--- src/rtl/pipeline_pkg.sv ---
// pipeline_pkg: shared types and constants for the fetch sequencing logic.
//   fetch_state_t      - fetch controller state encoding (BOOT/RUN/HALT/FAULT)
//   FETCH_RESET_VECTOR - default PC loaded on reset
//   is_word_aligned    - true when a byte address sits on a 32-bit boundary
package pipeline_pkg;

  typedef enum logic [1:0] {
    BOOT  = 2'd0,
    RUN   = 2'd1,
    HALT  = 2'd2,
    FAULT = 2'd3
  } fetch_state_t;

  localparam logic [31:0] FETCH_RESET_VECTOR = 32'h0000_0000;

  function automatic logic is_word_aligned(input logic [1:0] byte_lsb);
    return (byte_lsb == 2'b00);
  endfunction

endpackage

--- src/rtl/fetch_ctrl_if.sv ---
// fetch_ctrl_if: bundle between hazard unit / EX stage / IF stage and the
// fetch controller.
//   master modport (pipeline side): drives StallF, PCSrcE, PCTargetE, PCPlus4F,
//     halt_req, resume; observes PCF, fetch_valid, fault, fault_pc,
//     fetch_state, fetch_count.
//   slave modport (fetch_ctrl): the mirror image.
interface fetch_ctrl_if #(
  parameter int XLEN = 32
);
  import pipeline_pkg::*;

  // Requests into the controller
  logic            StallF;
  logic            PCSrcE;
  logic [XLEN-1:0] PCTargetE;
  logic [XLEN-1:0] PCPlus4F;
  logic            halt_req;
  logic            resume;

  // Controller outputs (all registered)
  logic [XLEN-1:0] PCF;
  logic            fetch_valid;
  logic            fault;
  logic [XLEN-1:0] fault_pc;
  fetch_state_t    fetch_state;
  logic [XLEN-1:0] fetch_count;

  modport master (
    output StallF, PCSrcE, PCTargetE, PCPlus4F, halt_req, resume,
    input  PCF, fetch_valid, fault, fault_pc, fetch_state, fetch_count
  );

  modport slave (
    input  StallF, PCSrcE, PCTargetE, PCPlus4F, halt_req, resume,
    output PCF, fetch_valid, fault, fault_pc, fetch_state, fetch_count
  );

endinterface

--- src/rtl/fetch_fault_check.sv ---
// fetch_fault_check: combinational legality check on the candidate next PC.
//   cand_pc      in  XLEN : redirect target or sequential PC under consideration
//   redirect     in  1    : cand_pc is a redirect target (alignment applies)
//   misaligned   out 1    : redirect target not word aligned
//   out_of_range out 1    : cand_pc at or beyond MEMORY_CAPACITY*4 bytes
// Optional feature macro: FETCH_BOUNDS_CHECK_EN enables the range comparison;
// without it out_of_range is tied low and imem wraps addresses by index.
module fetch_fault_check
  import pipeline_pkg::*;
#(
  parameter int XLEN            = 32,
  parameter int MEMORY_CAPACITY = 256
) (
  input  logic [XLEN-1:0] cand_pc,
  input  logic            redirect,
  output logic            misaligned,
  output logic            out_of_range
);

  // Sequential PCs come from PCPlus4F and are trusted to stay aligned.
  assign misaligned = redirect && !is_word_aligned(cand_pc[1:0]);

`ifdef FETCH_BOUNDS_CHECK_EN
  // One extra bit so the byte bound itself never wraps at full XLEN.
  localparam logic [XLEN:0] BYTE_BOUND = (XLEN+1)'(MEMORY_CAPACITY) << 2;

  assign out_of_range = ({1'b0, cand_pc} >= BYTE_BOUND);
`else
  localparam int unused_capacity = MEMORY_CAPACITY;
  logic unused_upper_bits;

  assign unused_upper_bits = &{1'b0, cand_pc[XLEN-1:2]};
  assign out_of_range      = 1'b0;
`endif

endmodule

--- src/rtl/fetch_ctrl.sv ---
// fetch_ctrl: instruction-fetch sequencing controller. Owns the PC register,
// chooses the next PC (redirect > stall > halt > sequential) and gates fetch
// validity through a BOOT/RUN/HALT/FAULT state machine.
//   clk   in 1 : rising-edge clock
//   reset in 1 : asynchronous active-high reset
//   bus   slave modport of fetch_ctrl_if:
//     in : StallF, PCSrcE, PCTargetE, PCPlus4F, halt_req, resume
//     out: PCF, fetch_valid, fault, fault_pc, fetch_state, fetch_count
// Optional feature macro: FETCH_BOUNDS_CHECK_EN (range fault on next PC,
// implemented inside fetch_fault_check).
module fetch_ctrl
  import pipeline_pkg::*;
#(
  parameter int              XLEN            = 32,
  parameter int              MEMORY_CAPACITY = 256,
  parameter logic [XLEN-1:0] RESET_VECTOR    = XLEN'(FETCH_RESET_VECTOR)
) (
  input  logic         clk,
  input  logic         reset,
  fetch_ctrl_if.slave  bus
);

  fetch_state_t    state_reg, state_next;
  logic [XLEN-1:0] pc_reg, pc_next;
  logic            fault_reg, fault_next;
  logic [XLEN-1:0] fault_pc_reg, fault_pc_next;
  logic [XLEN-1:0] count_reg, count_next;

  logic            fetch_valid;
  logic            count_en;
  logic [XLEN-1:0] cand_pc;
  logic            misaligned;
  logic            out_of_range;
  logic            cand_bad;

  // Only one candidate can be taken per cycle, so one checker suffices.
  assign cand_pc = bus.PCSrcE ? bus.PCTargetE : bus.PCPlus4F;

  fetch_fault_check #(
    .XLEN            (XLEN),
    .MEMORY_CAPACITY (MEMORY_CAPACITY)
  ) u_fault_check (
    .cand_pc      (cand_pc),
    .redirect     (bus.PCSrcE),
    .misaligned   (misaligned),
    .out_of_range (out_of_range)
  );

  assign cand_bad = misaligned | out_of_range;

  // State register
  always_ff @(posedge clk or posedge reset) begin
    if (reset) begin
      state_reg <= BOOT;
    end else begin
      state_reg <= state_next;
    end
  end

  // Datapath registers
  always_ff @(posedge clk or posedge reset) begin
    if (reset) begin
      pc_reg       <= RESET_VECTOR;
      fault_reg    <= 1'b0;
      fault_pc_reg <= '0;
      count_reg    <= '0;
    end else begin
      pc_reg       <= pc_next;
      fault_reg    <= fault_next;
      fault_pc_reg <= fault_pc_next;
      count_reg    <= count_next;
    end
  end

  // Next state and next PC
  always_comb begin
    state_next    = state_reg;
    pc_next       = pc_reg;
    fault_next    = fault_reg;
    fault_pc_next = fault_pc_reg;

    case (state_reg)
      BOOT: begin
        state_next = RUN;
      end

      RUN: begin
        if (bus.PCSrcE) begin
          if (cand_bad) begin
            state_next    = FAULT;
            fault_next    = 1'b1;
            fault_pc_next = bus.PCTargetE;
          end else begin
            pc_next = bus.PCTargetE;
            // A branch resolving in the halt cycle is not lost.
            if (bus.halt_req) begin
              state_next = HALT;
            end
          end
        end else if (bus.StallF) begin
          pc_next = pc_reg;
        end else if (bus.halt_req) begin
          state_next = HALT;
        end else if (cand_bad) begin
          state_next    = FAULT;
          fault_next    = 1'b1;
          fault_pc_next = bus.PCPlus4F;
        end else begin
          pc_next = bus.PCPlus4F;
        end
      end

      HALT: begin
        if (bus.PCSrcE && cand_bad) begin
          state_next    = FAULT;
          fault_next    = 1'b1;
          fault_pc_next = bus.PCTargetE;
        end else begin
          if (bus.PCSrcE) begin
            pc_next = bus.PCTargetE;
          end
          // resume outranks a simultaneous halt_req, which is a no-op here.
          if (bus.resume) begin
            state_next = RUN;
          end
        end
      end

      default: begin
        // FAULT absorbs everything until reset.
        state_next = FAULT;
      end
    endcase
  end

  // State-decoded outputs and fetch counter
  always_comb begin
    fetch_valid = (state_reg == RUN);
    count_en    = fetch_valid && !bus.StallF && !bus.PCSrcE;
    count_next  = count_reg + XLEN'(count_en);
  end

  assign bus.PCF         = pc_reg;
  assign bus.fetch_valid = fetch_valid;
  assign bus.fault       = fault_reg;
  assign bus.fault_pc    = fault_pc_reg;
  assign bus.fetch_state = state_reg;
  assign bus.fetch_count = count_reg;

endmodule

--- src/flat_wrapper.sv ---
// flat-port wrapper written by rule: the top's interface ports become plain ports
module fetch_ctrl_flat import pipeline_pkg::*;
#(
  parameter int              XLEN            = 32,
  parameter int              MEMORY_CAPACITY = 256,
  parameter logic [XLEN-1:0] RESET_VECTOR    = XLEN'(FETCH_RESET_VECTOR)
)
  (clk, reset, bus_StallF, bus_PCSrcE, bus_PCTargetE, bus_PCPlus4F, bus_halt_req, bus_resume, bus_PCF, bus_fetch_valid, bus_fault, bus_fault_pc, bus_fetch_state, bus_fetch_count);
  fetch_ctrl_if #(.XLEN(XLEN)) bus_i ();
  input  logic clk;
  input  logic reset;
  input wire logic [$bits(bus_i.StallF)-1:0] bus_StallF;
  input wire logic [$bits(bus_i.PCSrcE)-1:0] bus_PCSrcE;
  input wire logic [$bits(bus_i.PCTargetE)-1:0] bus_PCTargetE;
  input wire logic [$bits(bus_i.PCPlus4F)-1:0] bus_PCPlus4F;
  input wire logic [$bits(bus_i.halt_req)-1:0] bus_halt_req;
  input wire logic [$bits(bus_i.resume)-1:0] bus_resume;
  output wire logic [$bits(bus_i.PCF)-1:0] bus_PCF;
  output wire logic [$bits(bus_i.fetch_valid)-1:0] bus_fetch_valid;
  output wire logic [$bits(bus_i.fault)-1:0] bus_fault;
  output wire logic [$bits(bus_i.fault_pc)-1:0] bus_fault_pc;
  output wire logic [$bits(bus_i.fetch_state)-1:0] bus_fetch_state;
  output wire logic [$bits(bus_i.fetch_count)-1:0] bus_fetch_count;
  assign bus_i.StallF = bus_StallF;
  assign bus_i.PCSrcE = bus_PCSrcE;
  assign bus_i.PCTargetE = bus_PCTargetE;
  assign bus_i.PCPlus4F = bus_PCPlus4F;
  assign bus_i.halt_req = bus_halt_req;
  assign bus_i.resume = bus_resume;
  assign bus_PCF = bus_i.PCF;
  assign bus_fetch_valid = bus_i.fetch_valid;
  assign bus_fault = bus_i.fault;
  assign bus_fault_pc = bus_i.fault_pc;
  assign bus_fetch_state = bus_i.fetch_state;
  assign bus_fetch_count = bus_i.fetch_count;
  fetch_ctrl #(.XLEN(XLEN), .MEMORY_CAPACITY(MEMORY_CAPACITY), .RESET_VECTOR(RESET_VECTOR)) u_core (.clk(clk), .reset(reset), .bus(bus_i));
endmodule
--- config.mk ---
export PLATFORM = sky130hd
export DESIGN_NAME = fetch_ctrl_flat
export DESIGN_NICKNAME = d
export VERILOG_FILES = /design/src/rtl/pipeline_pkg.sv /design/src/rtl/fetch_ctrl_if.sv /design/src/rtl/fetch_fault_check.sv /design/src/rtl/fetch_ctrl.sv /design/src/flat_wrapper.sv
export SDC_FILE = /design/constraint.sdc
export NUM_CORES = 1
export LEC_CHECK = 0
export CAP_MARGIN = 20
export CORE_MARGIN = 2
export CORE_UTILIZATION = 40
export DETAILED_ROUTE_END_ITERATION = 8
export PLACE_DENSITY = 0.89
export SYNTH_ARGS = -nofsm -noshare
export SYNTH_HDL_FRONTEND = slang
export SYNTH_SLANG_ARGS = --single-unit
--- constraint.sdc ---
create_clock -name clk -period 3.3 [get_ports clk]
set_clock_uncertainty 0.05 [all_clocks]
set_input_delay 0.66 -clock clk [delete_from_list [all_inputs] [get_ports clk]]
set_output_delay 0.66 -clock clk [all_outputs]
set_load 0.02 [all_outputs]
Word level (Yosys, flattened, before mapping)
Index checks and enable logic that the tools add are counted.
{ "word_totals": {"mem_count": 0, "latch_bits": 0, "ff_bits": 99, "rom_bits": 0, "mem_bits_rw": 0, "out_inout_bits": 100, "inputBits": 70, "wordCells": 62} }
{ "classes": {"reduce_logical": 14, "shifts": 0, "magnitude_cmp": 0, "multipliers": 0, "n_addsub": 1, "muxes": 31, "div": 0, "n_eq_ne": 11, "bitwise": 0} }
{ "ops": {"columns": ["cell", "n"], "rows": [
  ["two-way mux 32 bit", 13],
  ["one-hot mux 32 bit (2 select lines)", 2],
  ["adder 32 x 1 -> 32 bit", 1],
  ["two-way mux 2 bit", 9],
  ["inequality test 2 bit, second input constant", 3],
  ["inequality test 3 x 2 -> 1 bit, second input constant", 2],
  ["inequality test 3 bit, second input constant", 2],
  ["one-hot mux 2 bit (3 select lines)", 1],
  ["AND reduction 6 bit", 1],
  ["two-way mux 1 bit", 5],
  ["AND reduction 5 bit", 1],
  ["logical AND 1 bit", 4],
  ["zero test 2 bit", 2],
  ["inequality test 2 x 1 -> 1 bit, second input constant", 2],
  ["AND reduction 4 bit", 1],
  ["zero test 1 bit", 3],
  ["AND reduction 3 bit", 1],
  ["equality test 2 x 1 -> 1 bit, second input constant", 1],
  ["equality test 2 bit, second input constant", 1],
  ["one-hot mux 1 bit (2 select lines)", 1],
  ["nonzero test 2 bit", 1]
]} }

Logic depth before layout (Yosys ltp)
Gate-level depths: netlist of run 1.
{ "depth": {"depth_word": 9, "ltp_mapped": 8, "ltp_nobuf": 7} }

Cells and area by module
Synthesis of run 1 repeated with hierarchy kept, for this count alone.
{ "hier_totals": {"cells_unflattened": 361, "hier_area_um2": 4916.0} }
{ "modules_own_cells": {"columns": ["mod", "cells_per_inst", "seq_area_each_um2", "n_inst", "area_per_inst_um2"], "rows": [
  ["fetch_ctrl", 358, 2477.4, 1, 4897.2],
  ["fetch_fault_check", 3, 0.0, 1, 18.8]
]} }

Worst setup path after synthesis of run 1
No wires, ideal clock.
{ "synth_timing": {"path_kind": "input -> register", "from": "input port bus_StallF", "to": "register u_core.count_reg[30] (netlist: u_core.bus.fetch_count[30])", "path_buffers": 1, "arrival_ps": 2250, "required_time_ps": 3170, "stages": 7, "setup_slack_ps": 920, "cell_sequence": "nor3_1 ha_1 nand3_1 or4_4 buf_6 nor4_4 xor2_1"} }
{ "synth_between": {"elab_chain_cells": 4} }
{ "synth_lines": {"columns": ["element", "line", "source"], "rows": [
  ["start: declaration", "flat_wrapper.sv:12", "input wire logic [$bits(bus_i.StallF)-1:0] bus_StallF;"],
  ["zero test 1 bit", "fetch_ctrl.sv:139", "count_en = fetch_valid && !bus.StallF && !bus.PCSrcE;"],
  ["logical AND 1 bit (2 in a row)", "fetch_ctrl.sv:139", null],
  ["adder 32 x 1 -> 32 bit", "fetch_ctrl.sv:140", "count_next = count_reg + XLEN'(count_en);"],
  ["named net u_core.count_next[30]", "fetch_ctrl.sv:27", "logic [XLEN-1:0] count_reg, count_next;"],
  ["end signal: assignment", "fetch_ctrl.sv:71", "count_reg <= count_next;"],
  ["end: declaration", "fetch_ctrl.sv:27", null]
]} }
The timed path passes the listed nets, and every way through them passes these cells.
A chain may end at the register's enable or synchronous reset.

Worst setup path after layout of run 1
{ "layout_timing": {"from": "input port bus_StallF", "to": "register u_core.count_reg[29] (netlist: u_core.bus.fetch_count[29])"} }
Same word-level chain as after synthesis.

==> impl_metrics.prom, run 1 <==
# TYPE chip_impl_metric gauge
chip_impl_metric{name="final_net_count",unit=""} 569
chip_impl_metric{name="num_cts_buffers",unit=""} 9
chip_impl_metric{name="clock_sinks",unit=""} 99
chip_impl_metric{name="final.fill_count",unit=""} 882
chip_impl_metric{name="synth-warning-count",unit=""} 0
chip_impl_metric{name="avgSynthCellArea",unit="um2"} 13.6
chip_impl_metric{name="postCtsSetupBuffers",unit=""} 0
chip_impl_metric{name="total_routed_length",unit="um"} 10500
chip_impl_metric{name="fin_util",unit="%"} 60.4
chip_impl_metric{name="worst-path-buf-inv",unit=""} 1
chip_impl_metric{name="multiInputGateArea",unit="mm2"} 0.00186
chip_impl_metric{name="fmax",unit="MHz"} 362
chip_impl_metric{name="worst_path_largest_cell_delay",unit="ps"} 620
chip_impl_metric{name="setup-tns-final",unit="ps"} 0
chip_impl_metric{name="yosys.area_share.adder",unit="%"} 0.567
chip_impl_metric{name="floorplan.die.height",unit="um"} 109
chip_impl_metric{name="arr_time_crit_path",unit="ps"} 3000
chip_impl_info{name="hold_class",value="register to register"} 1
chip_impl_metric{name="final_layout_size_suffix_gt1_share",unit="%"} 25.5
chip_impl_metric{name="die_width",unit="um"} 109
chip_impl_metric{name="cts_max_level",unit=""} 3
chip_impl_metric{name="hold_violations",unit=""} 0
chip_impl_metric{name="synth.yosys.seq_area_share",unit="%"} 56.1
chip_impl_metric{name="placement.setup.worst_slack",unit="ps"} 160
chip_impl_info{name="synth_top_cells_by_area",value="dfrtp_1 56%, mux2_2 24%, xor2_1 4.0%"} 1
chip_impl_metric{name="antenna_cells",unit=""} 0
chip_impl_metric{name="grt_pass1_wl",unit="um"} 17200
chip_impl_metric{name="design.portCount",unit=""} 170
chip_impl_info{name="critical-path-top-delay-family",value="simple AND/OR/NAND/NOR gates"} 1
chip_impl_metric{name="synthesized_netlist_net_count",unit=""} 396
chip_impl_metric{name="netlist.area_leader.share",unit="%"} 56.1
chip_impl_metric{name="final.setup.worst_slack",unit="ps"} 538
chip_impl_info{name="rsz0062_at_grt",value="false"} 1
chip_impl_metric{name="cp_max_fo",unit=""} 9
chip_impl_metric{name="postPlaceCellArea",unit="mm2"} 0.00632
chip_impl_metric{name="fin_crit_sh",unit="%"} 83.7
chip_impl_metric{name="gpl_congestion",unit=""} 0.796
chip_impl_metric{name="ctsResizeCount",unit=""} 0
chip_impl_metric{name="grt_max_degree",unit=""} 100
chip_impl_info{name="synth_top_family_by_area",value="multiplexers"} 1
chip_impl_metric{name="seq_area",unit="mm2"} 0.00248
chip_impl_metric{name="setup_viol_count_final",unit=""} 0
chip_impl_metric{name="design.core.area",unit="mm2"} 0.0108
chip_impl_metric{name="post_cts_hold_buffer_count",unit=""} 0
chip_impl_metric{name="yosysUniqueCellTypes",unit=""} 31
chip_impl_metric{name="place_hpwl",unit="um"} 7700
chip_impl_metric{name="global_route.overflow_total",unit=""} 0
chip_impl_metric{name="num_vias",unit=""} 3201
chip_impl_metric{name="drt_pass1_iterations",unit=""} 6
chip_impl_metric{name="vdd_drop_max",unit="mV"} 0.353
chip_impl_metric{name="avgViaCountPerCell",unit=""} 4.99
chip_impl_metric{name="row_count",unit=""} 38
chip_impl_metric{name="post-route-cell-area",unit="mm2"} 0.00651
chip_impl_metric{name="number_of_remaining_drc_errors",unit=""} 0
chip_impl_metric{name="grt_antenna_before_repair",unit=""} 0
chip_impl_metric{name="timing_max_transition_violations_final",unit=""} 0
chip_impl_info{name="cts-root-buf",value="clkbuf_8"} 1
chip_impl_metric{name="first_global_vias",unit=""} 3429
chip_impl_metric{name="drtIter0Drc",unit=""} 85
chip_impl_info{name="critical_path_class",value="primary input to register"} 1
chip_impl_metric{name="drv.max_cap_violation_count",unit=""} 0
chip_impl_metric{name="path_clk_slew",unit="ps"} 110
chip_impl_info{name="tritoncts",value="done"} 1
chip_impl_metric{name="muxShareOfSynthArea",unit="%"} 24.0
chip_impl_metric{name="ys_async_sr_fraction",unit="%"} 100
chip_impl_metric{name="worst_slew_margin_rel",unit="%"} 53.7
chip_impl_metric{name="required_time_reported_for_the_critical_path_endpoint",unit="ps"} 3540
chip_impl_metric{name="powerDensity",unit="mW/mm2"} 532
chip_impl_metric{name="synth_xor_xnor_area_share",unit="%"} 6.35
chip_impl_metric{name="detail-route-antenna-nets",unit=""} 0
chip_impl_info{name="cp_cell_sequence",value="clkdlybuf4s50_1 -> nor3_1 -> ha_1 -> nand3_1 -> or4_1 -> nor4_2 -> xor2_1"} 1
chip_impl_metric{name="yosys_register_bits",unit=""} 99
chip_impl_metric{name="fp.dieArea",unit="mm2"} 0.0119
chip_impl_metric{name="post_synth_instance_area",unit="mm2"} 0.00442
chip_impl_metric{name="worst_skew_pair.late_latency",unit="ps"} 360
chip_impl_metric{name="worst_pin_slew",unit="ps"} 692
chip_impl_metric{name="synthesis.instances",unit=""} 324
chip_impl_metric{name="initial_util",unit="%"} 40.9
chip_impl_info{name="top_flip_flop_cell_by_instance_count_after_synthesis",value="dfrtp_1"} 1
chip_impl_metric{name="buffer_ports.inserted",unit=""} 169
chip_impl_metric{name="p_leak",unit="uW"} 0.00283
chip_impl_metric{name="power.total",unit="uW"} 3460
chip_impl_metric{name="finalWorstPathRequiredPeriod",unit="ps"} 2760
chip_impl_info{name="post-synth-top-area-cell",value="dfrtp_1"} 1
chip_impl_metric{name="compound_gate_portion_of_the_synthesized_area",unit="%"} 1.56
chip_impl_metric{name="yosys.area_share.simple",unit="%"} 9.12
chip_impl_metric{name="synth_enable_flop_cells",unit=""} 0
chip_impl_metric{name="cts_buffer_depth",unit=""} 2
chip_impl_info{name="worst_setup_path_start_kind",value="primary input"} 1
chip_impl_info{name="crit_slowest_cell",value="or4_1"} 1
chip_impl_info{name="run_status",value="finished, final reports clean"} 1
chip_impl_metric{name="post_drt_wl_per_cell",unit="um"} 16.4
chip_impl_metric{name="grt_use_total",unit="%"} 18.6
chip_impl_info{name="worst_setup_path_end_kind",value="register"} 1
chip_impl_metric{name="syn2layout_area_growth",unit="%"} 47.5
cell type report:
type | count | area share (%)
multi-input cells | 203 | 28.5
well taps | 140 | 2.69
repair buffers | 175 | 27.2
clock buffers | 10 | 2.11
clock inverters | 6 | 0.864
inverters | 9 | 0.576
flip-flops and latches | 99 | 38.0
power breakdown:
| group | leakage [uW] | total (uW) | internal (uW) | switching (uW) |
|---|---|---|---|---|
| combinational | 0.00147 | 1140 | 631 | 514 |
| sequential | 0.00127 | 1560 | 1430 | 121 |
| clock | 0.0000969 | 763 | 311 | 452 |
Yosys cell counts (all sizes together), types with 5 or more instances:
cell type	number
nor4	5
nor2	11
xnor2	12
xor2	20
nor3	9
dfrtp	99
mux2	94
inv	9
nand2	11
buf	11
nand3	9
per-layer routing:
layer / up-vias / routed length [um] / global-route usage, %
li1: 1485 / - / -
met1: 1601 / 4140 / 21.7
met2: 105 / 5500 / 32.8
met3: 10 / 734 / 6.52
met4: 0 / 143 / 4.21
met5: - / 0 / 0
worst register-to-register path: stages (launching register included):
cell	delay, ps
dfrtp_1	470
nand2b_1	220
nor3_1	330
ha_1	310
nand3_1	130
or4_1	620
nor4_2	290
xor2_1	190
final timing paths:
path	start	end	slack, ps	cells past startpoint
min in group asynchronous	reset	u_core.bus.PCF[23]$_DFFE_PP0P_	740	3
max in group asynchronous	reset	u_core.bus.fetch_count[12]$_DFF_PP0_	2040	3
hold reg to reg	u_core.bus.fetch_count[31]$_DFF_PP0_	u_core.bus.fetch_count[31]$_DFF_PP0_	450	1
setup reg to reg	u_core.bus.fetch_state[1]$_DFFE_PP0P_	u_core.bus.fetch_count[29]$_DFF_PP0_	630	7
setup / recovery	bus_StallF	u_core.bus.fetch_count[29]$_DFF_PP0_	540	7
hold / removal	u_core.bus.fetch_count[31]$_DFF_PP0_	u_core.bus.fetch_count[31]$_DFF_PP0_	450	1
stage by stage:
stage	hold WS, ps	cells
2_1_floorplan	528	324
3_3_place_gp	417	626
6_report	446	642
4_1_cts	445	642
5_1_grt	455	642
3_5_place_dp	429	626
layout by cell type, fill, tap and decap left out:
cell type and instances:
o31ai_1 1, or4_1 2, inv_1 8, xnor2_1 12, nand4_2 2, nor2b_4 1, nand4_1 2, dfrtp_1 99
ha_1 2, clkinvlp_4 2, a21oi_4 1, nor3b_1 1, a21oi_1 1, clkbuf_8 10, clkdlybuf4s50_1 169, xor2_1 20
nand2b_1 4, inv_6 1, clkinv_4 2, or2_2 1, inv_8 2, or4_4 1, nor3_1 9, buf_12 3
a31oi_1 1, nor2_1 11, nor4_2 2, and3_1 1, nand3_1 9, a32o_2 1, nor2b_1 1, nor4_1 1
nand2_1 11, and4_1 4, nor4_4 2, o21ai_0 3, buf_4 3, a32o_1 2, mux2_2 94
logic make-up after synthesis:
logic type | count (synthesis)
flops | 99
mux | 94
simple gates | 65
xor+xnor | 32
buf+inv | 22
compound gates | 10
fa+ha+maj | 2
(Power assumes the default switching activity.)
==> run 2, diff against run 1 <==
--- a/config.mk
+++ b/config.mk
@@ -7,9 +7,9 @@
 export LEC_CHECK = 0
 export CAP_MARGIN = 20
 export CORE_MARGIN = 2
-export CORE_UTILIZATION = 40
+export CORE_UTILIZATION = 44
 export DETAILED_ROUTE_END_ITERATION = 8
-export PLACE_DENSITY = 0.89
+export PLACE_DENSITY = 0.92
 export SYNTH_ARGS = -nofsm -noshare
 export SYNTH_HDL_FRONTEND = slang
 export SYNTH_SLANG_ARGS = --single-unit
==> constraint.sdc (replaced) <==
create_clock -name clk -period 2.7 [get_ports clk]
set_clock_uncertainty 0.05 [all_clocks]
set_input_delay 0.54 -clock clk [delete_from_list [all_inputs] [get_ports clk]]
set_output_delay 0.54 -clock clk [all_outputs]
set_load 0.02 [all_outputs]
==> run 2 against run 1 <==
- first-iteration DRC count down 15%
- setup slack worse by 350 ps
- cell area is 0.48% higher
- clock-buffer cell count rose by 1
- total power is 21% higher
- cell count is 0.31% higher
- non-clock buffer count increased by 10
- combinational power increased by 23%
- highest routed layer unchanged
==> impl_metrics.prom, run 2 (synthesized netlist as in run 1, its figures left out) <==
# TYPE chip_impl_metric gauge
chip_impl_info{name="run_status",value="finished, final reports clean"} 1
chip_impl_metric{name="antenna_cells",unit=""} 0
chip_impl_metric{name="finalWorstPathRequiredPeriod",unit="ps"} 2510
chip_impl_metric{name="placement.setup.worst_slack",unit="ps"} -147
chip_impl_metric{name="hold_violations",unit=""} 0
chip_impl_info{name="critical_path_class",value="primary input to register"} 1
chip_impl_metric{name="final_net_count",unit=""} 579
chip_impl_metric{name="final_layout_size_suffix_gt1_share",unit="%"} 26.4
chip_impl_metric{name="setup_viol_count_final",unit=""} 0
chip_impl_metric{name="number_of_remaining_drc_errors",unit=""} 0
chip_impl_metric{name="clock_sinks",unit=""} 99
chip_impl_metric{name="power.total",unit="uW"} 4210
chip_impl_metric{name="cellInternalPower",unit="uW"} 2950
chip_impl_metric{name="worst_skew_pair.late_latency",unit="ps"} 350
chip_impl_metric{name="fp.dieArea",unit="mm2"} 0.0109
chip_impl_metric{name="global_route.overflow_total",unit=""} 0
chip_impl_metric{name="gpl_congestion",unit=""} 0.859
chip_impl_metric{name="avgViaCountPerCell",unit=""} 5.12
chip_impl_info{name="critical-path-top-delay-family",value="simple AND/OR/NAND/NOR gates"} 1
chip_impl_metric{name="powerDensity",unit="mW/mm2"} 643
chip_impl_metric{name="fin_crit_sh",unit="%"} 92.9
chip_impl_metric{name="grt_antenna_before_repair",unit=""} 0
chip_impl_metric{name="row_count",unit=""} 36
chip_impl_metric{name="design.portCount",unit=""} 170
chip_impl_metric{name="fmax",unit="MHz"} 399
chip_impl_metric{name="drv.max_cap_violation_count",unit=""} 0
chip_impl_metric{name="syn2layout_area_growth",unit="%"} 48.2
chip_impl_metric{name="post_cts_hold_buffer_count",unit=""} 0
chip_impl_info{name="tritoncts",value="done"} 1
chip_impl_metric{name="power.share.sequential",unit="%"} 45.3
chip_impl_metric{name="final.setup.worst_slack",unit="ps"} 191
chip_impl_metric{name="num_vias",unit=""} 3297
chip_impl_info{name="worst_setup_path_end_kind",value="register"} 1
chip_impl_metric{name="worst_slew_margin_rel",unit="%"} 61.4
chip_impl_metric{name="arr_time_crit_path",unit="ps"} 2720
chip_impl_info{name="most-common-layout-cells",value="169 x clkdlybuf4s50_1, 99 x dfrtp_1, 94 x mux2_2, 20 x xor2_1, 15 x buf_4"} 1
chip_impl_metric{name="power.net_switching",unit="uW"} 1260
chip_impl_metric{name="place_hpwl",unit="um"} 8190
chip_impl_info{name="layout_commonest_cell",value="clkdlybuf4s50_1"} 1
chip_impl_metric{name="buffer_ports.inserted",unit=""} 169
chip_impl_info{name="crit_slowest_cell",value="or4_4"} 1
chip_impl_metric{name="initial_util",unit="%"} 45.2
chip_impl_metric{name="design.core.area",unit="mm2"} 0.00977
chip_impl_metric{name="floorplan.die.height",unit="um"} 104
chip_impl_metric{name="required_time_reported_for_the_critical_path_endpoint",unit="ps"} 2910
chip_impl_metric{name="cp_max_fo",unit=""} 10
chip_impl_metric{name="fin_util",unit="%"} 67.0
chip_impl_metric{name="drt_pass1_iterations",unit=""} 4
chip_impl_metric{name="worst_pin_slew",unit="ps"} 573
chip_impl_metric{name="grt_max_degree",unit=""} 36
chip_impl_metric{name="pwr-share-comb",unit="%"} 33.2
chip_impl_info{name="cp_cell_sequence",value="clkdlybuf4s50_1 -> nor3_1 -> buf_4 -> ha_1 -> nand3_1 -> or4_4 -> nor4_4 -> xor2_1"} 1
chip_impl_metric{name="total_routed_length",unit="um"} 10700
chip_impl_metric{name="pwr-share-clk",unit="%"} 21.5
chip_impl_metric{name="cts_buffer_depth",unit=""} 2
chip_impl_metric{name="postCtsSetupBuffers",unit=""} 0
chip_impl_metric{name="num_cts_buffers",unit=""} 9
chip_impl_info{name="worst_setup_path_start_kind",value="primary input"} 1
chip_impl_info{name="hold_class",value="primary input to asynchronous set/reset pin"} 1
chip_impl_metric{name="drtIter0Drc",unit=""} 72
chip_impl_metric{name="first_global_vias",unit=""} 3501
chip_impl_metric{name="ctsResizeCount",unit=""} 0
chip_impl_metric{name="worst-path-buf-inv",unit=""} 2
chip_impl_metric{name="path_clk_slew",unit="ps"} 100
chip_impl_info{name="cts-root-buf",value="clkbuf_8"} 1
chip_impl_metric{name="grt_use_total",unit="%"} 20.0
chip_impl_metric{name="grt_pass1_wl",unit="um"} 17300
chip_impl_metric{name="die_width",unit="um"} 104
chip_impl_info{name="rsz0062_at_grt",value="false"} 1
chip_impl_metric{name="timing_max_transition_violations_final",unit=""} 0
chip_impl_metric{name="p_leak",unit="uW"} 0.00285
chip_impl_metric{name="swShare",unit="%"} 29.9
chip_impl_metric{name="post_drt_wl_per_cell",unit="um"} 16.6
chip_impl_metric{name="worst_path_largest_cell_delay",unit="ps"} 550
chip_impl_metric{name="reg2reg_setup_slack",unit="ps"} 270
chip_impl_metric{name="detail-route-antenna-nets",unit=""} 0
chip_impl_metric{name="vdd_drop_max",unit="mV"} 0.380
chip_impl_metric{name="cts_max_level",unit=""} 3
[run 2: changes by cell type in the layout (fill, tap and decap cells not counted), sizes merged]
cell | previous run | this run
buf | 6 | 16
bufinv | 0 | 1
clkbuf | 10 | 11
clkinv | 2 | 0
clkinvlp | 2 | 4
inv | 11 | 8
[run 2: path summary, 6_finish.rpt]
kind / from / end / cells past startpoint
max in group asynchronous: reset / u_core.bus.PCF[24]$_DFFE_PP0P_ / 3
worst max register to register: u_core.bus.fetch_state[1]$_DFFE_PP0P_ / u_core.bus.fetch_count[30]$_DFF_PP0_ / 8
worst max-delay path: bus_StallF / u_core.bus.fetch_count[30]$_DFF_PP0_ / 8
worst min register to register: u_core.bus.fetch_count[31]$_DFF_PP0_ / u_core.bus.fetch_count[31]$_DFF_PP0_ / 1
worst min-delay path: reset / u_core.bus.fetch_count[8]$_DFF_PP0_ / 2
min in group clk: u_core.bus.fetch_count[31]$_DFF_PP0_ / u_core.bus.fetch_count[31]$_DFF_PP0_ / 1
[run 2: metal layers]
layer  vias up  global-route usage [%]  share of wire (%)
li1       1503                       -                  -
met1      1660                    23.2                 42
met2       119                    35.4                 51
met3        15                    4.95                5.5
met4         0                    7.92                2.0
met5         -                       0                  0
[run 2: final cells by class]
| type | count | area, um2 |
|---|---|---|
| Tap cell | 133 | 166 |
| Fill cell | 723 | 3230 |
| Multi-Input combinational cell | 203 | 1860 |
| Clock buffer | 11 | 131 |
| Inverter | 9 | 37.5 |
| Sequential cell | 99 | 2480 |
| Clock inverter | 4 | 52.6 |
| Timing Repair Buffer | 185 | 1820 |
[run 2: power groups by stage]
stage          Clock, uW  Sequential, uW  Combinational, uW
6_report             905            1900               1400
5_1_grt              995            1940               1470
4_1_cts              928            1910               1410
3_5_place_dp           0            1930               1410
3_3_place_gp           0            1920               1380
2_1_floorplan          0            2260                310
[run 2: per-stage QoR]
stage	std cells	hold slack, ps	area [um2]	TNS [ps]
floorplan	324	528	4420	0
finish	644	374	6550	0
detailed placement	629	403	6360	-509
global route	644	356	6550	0
global placement	629	408	6360	-88.6
CTS	644	353	6550	0
